`src/rtl/msg_rr_arbiter.sv`:
```
// msg_rr_arbiter
//   Shares one outgoing message channel between NREQ producers. A round-robin
//   arbiter picks one requester while idle, latches its message, checks the
//   redundancy field and forwards good messages over a 4-phase req/ack
//   handshake. Bad messages are acknowledged, dropped and counted.
//
// Ports
//   src_clk  in   1         clock, all logic on the rising edge
//   reset    in   1         synchronous active-low reset
//   i_req    in   NREQ      per-requester 4-phase request
//   i_msg    in   NREQ*MSZ  requester k message at [k*MSZ +: MSZ]
//   i_ack    out  NREQ      per-requester acknowledge
//   o_req    out  1         output 4-phase request
//   o_msg    out  MSZ       latched message {src, dst, dat, red}, red at LSBs
//   o_ack    in   1         output acknowledge
//   o_gnt    out  NREQ      one-hot of the last granted requester
//   o_busy   out  1         high whenever the FSM is not idle
//   err_cnt  out  4         dropped bad-redundancy messages, saturating at 15

`ifndef NS_ADDRESS_SIZE
`define NS_ADDRESS_SIZE 4
`endif
`ifndef NS_DATA_SIZE
`define NS_DATA_SIZE 8
`endif
`ifndef NS_REDUN_SIZE
`define NS_REDUN_SIZE 4
`endif

module msg_rr_arbiter #(
    parameter int unsigned NREQ = 2,
    parameter int unsigned ASZ  = `NS_ADDRESS_SIZE,
    parameter int unsigned DSZ  = `NS_DATA_SIZE,
    parameter int unsigned RSZ  = `NS_REDUN_SIZE,
    parameter int unsigned MSZ  = 2 * ASZ + DSZ + RSZ
) (
    input  logic                src_clk,
    input  logic                reset,
    input  logic [NREQ-1:0]     i_req,
    input  logic [NREQ*MSZ-1:0] i_msg,
    output logic [NREQ-1:0]     i_ack,
    output logic                o_req,
    output logic [MSZ-1:0]      o_msg,
    input  logic                o_ack,
    output logic [NREQ-1:0]     o_gnt,
    output logic                o_busy,
    output logic [3:0]          err_cnt
);

    localparam int unsigned PW  = (NREQ > 1) ? $clog2(NREQ) : 1;
    localparam int unsigned BSZ = MSZ - RSZ;

    typedef enum logic [1:0] {
        StIdle,
        StSend,
        StRelease
    } state_e;

    state_e        state;
    logic [PW-1:0] ptr;

    // Redundancy is the XOR of all RSZ-wide chunks of {src, dst, dat}; the
    // top chunk is zero-padded when the body is not a multiple of RSZ.
    function automatic logic [RSZ-1:0] calc_redun(input logic [BSZ-1:0] body);
        logic [RSZ-1:0] r;
        r = '0;
        for (int unsigned c = 0; c < BSZ; c += RSZ) begin
            r = r ^ RSZ'(body >> c);
        end
        return r;
    endfunction

    logic [NREQ-1:0] eligible;
    logic            found;
    logic [PW-1:0]   win;
    logic [PW-1:0]   ptr_next;
    logic [MSZ-1:0]  win_msg;
    logic            win_ok;
    logic [NREQ-1:0] win_onehot;
    int unsigned     scan_idx;

    // Round-robin pick: scan ptr, ptr+1, ... wrapping at NREQ; first hit wins.
    // A requester still holding its acknowledge is not eligible again.
    always_comb begin
        eligible = i_req & ~i_ack;
        found    = 1'b0;
        win      = '0;
        scan_idx = 0;
        for (int unsigned off = 0; off < NREQ; off++) begin
            scan_idx = 32'(ptr) + off;
            if (scan_idx >= NREQ) begin
                scan_idx = scan_idx - NREQ;
            end
            if (!found && eligible[PW'(scan_idx)]) begin
                found = 1'b1;
                win   = PW'(scan_idx);
            end
        end
        win_msg    = i_msg[win * MSZ +: MSZ];
        win_ok     = (calc_redun(win_msg[MSZ-1:RSZ]) == win_msg[RSZ-1:0]);
        win_onehot = NREQ'(1) << win;
        ptr_next   = (32'(win) == NREQ - 1) ? '0 : win + 1'b1;
    end

    assign o_busy = (state != StIdle);

    always_ff @(posedge src_clk) begin
        if (!reset) begin
            state   <= StIdle;
            ptr     <= '0;
            i_ack   <= '0;
            o_req   <= 1'b0;
            o_msg   <= '0;
            o_gnt   <= '0;
            err_cnt <= '0;
        end else begin
            // Acknowledges drop as soon as their request is withdrawn,
            // whatever the FSM is doing.
            i_ack <= i_ack & i_req;
            unique case (state)
                StIdle: begin
                    if (found) begin
                        i_ack <= (i_ack & i_req) | win_onehot;
                        o_gnt <= win_onehot;
                        ptr   <= ptr_next;
                        o_msg <= win_msg;
                        if (win_ok) begin
                            o_req <= 1'b1;
                            state <= StSend;
                        end else if (err_cnt != 4'hF) begin
                            err_cnt <= err_cnt + 4'd1;
                        end
                    end
                end
                StSend: begin
                    if (o_ack) begin
                        o_req <= 1'b0;
                        state <= StRelease;
                    end
                end
                StRelease: begin
                    if (!o_ack) begin
                        state <= StIdle;
                    end
                end
                default: begin
                    state <= StIdle;
                end
            endcase
        end
    end

endmodule
```
`config.mk`:
```
export PLATFORM = sky130hd
export DESIGN_NAME = msg_rr_arbiter
export DESIGN_NICKNAME = d
export VERILOG_FILES = /design/src/rtl/msg_rr_arbiter.sv
export SDC_FILE = /design/constraint.sdc
export NUM_CORES = 1
export LEC_CHECK = 0
export ABC_AREA = 1
export CORE_ASPECT_RATIO = 0.9
export CORE_MARGIN = 4
export CORE_UTILIZATION = 41
export CTS_CLUSTER_DIAMETER = 60
export DETAILED_ROUTE_END_ITERATION = 8
export GPL_TIMING_DRIVEN = 0
export HOLD_SLACK_MARGIN = 0.05
export PLACE_DENSITY = 0.8
export SYNTH_ARGS = -nofsm -noshare
export SYNTH_HDL_FRONTEND = slang
export SYNTH_SLANG_ARGS = --single-unit
```
`constraint.sdc`:
```
create_clock -name src_clk -period 1.6 [get_ports src_clk]
set_input_delay 0.24 -clock src_clk [delete_from_list [all_inputs] [get_ports src_clk]]
set_output_delay 0.24 -clock src_clk [all_outputs]
set_load 0.01 [all_outputs]
```
==> impl_metrics.ini <==
[floorplan]
core_mm2 = 0.005015
dieArea_mm2 = 0.006585
initial_utilization_pct = 43.74
ios = 75
fp.dieH_um = 77.39
rows = 24
die_w_um = 85.10

[critical_path]
crit_path_end_kind = register
path_cells = inv_2 -> nand3_4 -> buf_6 -> nand2_8 -> clkbuf_16 -> nand2_1 -> nand2_2 -> nand2_1 -> nand2_1 -> nand2_1 -> nand3_1 -> nand2_2 -> nor2_4 -> nand2_4 -> nand2_4 -> nand2_2 -> a21oi_2
path_max_fanout = 6
criticalPathCategory = reg2reg
critPathMaxStageDelay_ps = 330
worstPathRequired_ps = 1810
critical-path-top-delay-family = simple AND/OR/NAND/NOR gates
start_kind = register
arrival_ps = 2240
cp_num_buf_inv = 3
cp_slowest_cell = dfxtp_2
crit_top_cell = nand2_1

[routing]
ant_nets = 0
wl_per_cell_um = 15.27
vias = 2683
postRouteWirelength_um = 8049
via_per_inst = 5.091
drtPass1Iterations = 5
detail_route.iter0.violations = 207
drc = 0

[global_route]
grt_max_degree = 11
grt_overflow = 0
antenna_found_initial = 0
track_usage_pct = 21.07
grt_pass1_vias = 2499
grt_pass1_wl_um = 11280

[place]
port_buffers = 74
place_congestion = 0.9193
placed_cell_area_mm2 = 0.003027
hpwl_um = 5183
place_ws_ps = -839.6

[synth]
synth_fa_ha_area_share_pct = 0.5705
synth_top_area_share_pct = 28.29
synth-main-ff-cell = dfxtp_1
synth_compound_area_share_pct = 10.67
synthArstFlopShare_pct = 0
synth_top_family_by_area = simple AND/OR/NAND/NOR gates
synthXorXnorAreaFrac_pct = 0.7986
yosysWarnings = 0
yosysTopAreaCell = dfxtp_1
avgSynthCellArea_um2 = 6.358
ys_types = 30
synth_cells = 345
synth_area_mm2 = 0.002193
syn_nets = 391
synthMuxAreaShare_pct = 0
synthTopCellsByArea = dfxtp_1 (28%), nand2_1 (23%), inv_1 (8.4%)
yosys.area_share.simple_pct = 44.50
synth_edf_count = 0
synth-seq-area-share_pct = 28.29
synth_seq_cells = 31

[power]
ir_drop_mv = 1.060
design_power_total_mw = 3.448
power_density_mw_per_mm2 = 908.8
p_leak_nw = 1.904

[timing]
min_period_ps = 2032
setup-violations-final = 7
holdWs_ps = 434.7
max_slew_margin_pct = 61.46
fin_ws_ps = -431.7
hold_violations = 0
worst_pin_slew_ps = 575.5
finalCritPeriodShare_pct = 127.0
fmax_ghz = 0.4922
fin_worst_skew_ps = 6.309
setup_tns_ps = -2463
rsz0062_at_grt = true
slew_viol_final = 0

[final_layout]
final_area_mm2 = 0.003794
fillers = 342
fin_nets = 507
seq_area_um2 = 626.9
multi_input_area_mm2 = 0.001455
final_cell_mix = nand2_1 (96), clkdlybuf4s50_1 (71), nand2_2 (45), inv_1 (40), dfxtp_1 (28)
syn_to_final_growth_pct = 72.96
antennaDiodeCount = 0
layout-drive-gt1-share_pct = 32.47
final_common_cell = nand2_1

[clocking]
cts_tree = yes
clock_path_buffers = 2
clock_latency_ps = 280
cts_htree_levels = 2
cts_hold_buf = 0
path_clk_slew_ps = 70
root_buffer = clkbuf_8
cts_buffers = 5
cts_sinks = 31

[worst_hold_path]
hp-class = in2reg

[run_status]
violations = negative setup slack
status = finished, violations left

[run]
drv_cap = 0
## cells by family (layout without fill, tap and decap cells)
logic type	after synthesis	after routing
simple gates	203	204
compound gates	37	37
buf+inv	71	187
flops	31	31
xor+xnor	2	2
fa+ha+maj	1	1
## worst reg2reg max path, stage by stage (launching register included)
cell and delay (ps):
dfxtp_2 330, inv_2 70, nand3_4 110, buf_6 150, nand2_8 90, clkbuf_16 150
nand2_1 60, nand2_2 90, nand2_1 70, nand2_1 100, nand2_1 60, nand3_1 90
nand2_2 70, nor2_4 120, nand2_4 100, nand2_4 100, nand2_2 70, a21oi_2 130
## synthesized netlist by cell type (2+ instances only)
cell type	count
clkbuf_1	6
nand2_1	135
inv_2	5
dfxtp_1	31
inv_1	49
a21oi_1	11
o21ai_1	3
nand3b_1	8
nand3_2	4
nand2_4	2
o211ai_1	19
nor2_4	3
nor2_1	5
nand2_2	14
buf_6	3
buf_4	4
nand3_1	26
o21ai_0	3
nand3b_2	3
## flip-flops by register name (all words and copies together) (netlist names)
register	flops
err_cnt	4
o_req	1
o_msg	20
o_gnt	1
state	2
i_ack	2
ptr	1
## final cells by class
class	count	area share, %
inverters	55	5.508
clock inverters	1	0.1319
clock buffers	7	2.012
plain buffers	16	5.013
multi-input cells	244	38.36
flip-flops and latches	31	16.52
repair buffers	108	30.31
well taps	65	2.144
## layer usage
layer | wire length [µm] | track usage [%] | share of wire [%]
met2 | 4013 | 35.25 | 50
met3 | 457 | 4.555 | 5.7
met5 | 0 | 0 | 0
met4 | 138 | 6.487 | 1.7
met1 | 3441 | 27.08 | 43
## path summary, 6_finish.rpt
kind | from | to | slack, ps | cells past startpoint
hold reg to reg | o_msg[18]$_SDFFE_PN0P_ | o_msg[18]$_SDFFE_PN0P_ | 490 | 2
setup / recovery | i_ack[0]$_SDFF_PN0_ | err_cnt[2]$_SDFFE_PN0P_ | -430 | 17
setup reg to reg | i_ack[0]$_SDFF_PN0_ | err_cnt[2]$_SDFFE_PN0P_ | -430 | 17
hold / removal | i_req[0] | i_ack[0]$_SDFF_PN0_ | 430 | 3
## stage by stage
stage                     utilization, %  cells
after floorplan                        -    345
after global placement             60.35    484
after detailed placement           60.35    484
after CTS                          64.85    500
after global routing               75.65    527
final                              75.65    527
## repair_timing
action,4_1_cts,5_1_grt
gates cloned,1,5
pin swaps,12,50
endpoints found under the setup margin,28,28
hold endpoints to repair,0,0
resized for setup,24,86
setup buffers,7,22
## power breakdown
group | leakage [nW] | switching (mW) | internal, mW
logic | 1.60 | 0.951 | 0.938
registers | 0.258 | 0.0810 | 0.898
clock network | 0.0422 | 0.275 | 0.305
Note: power is estimated with default switching activity, not from simulation.
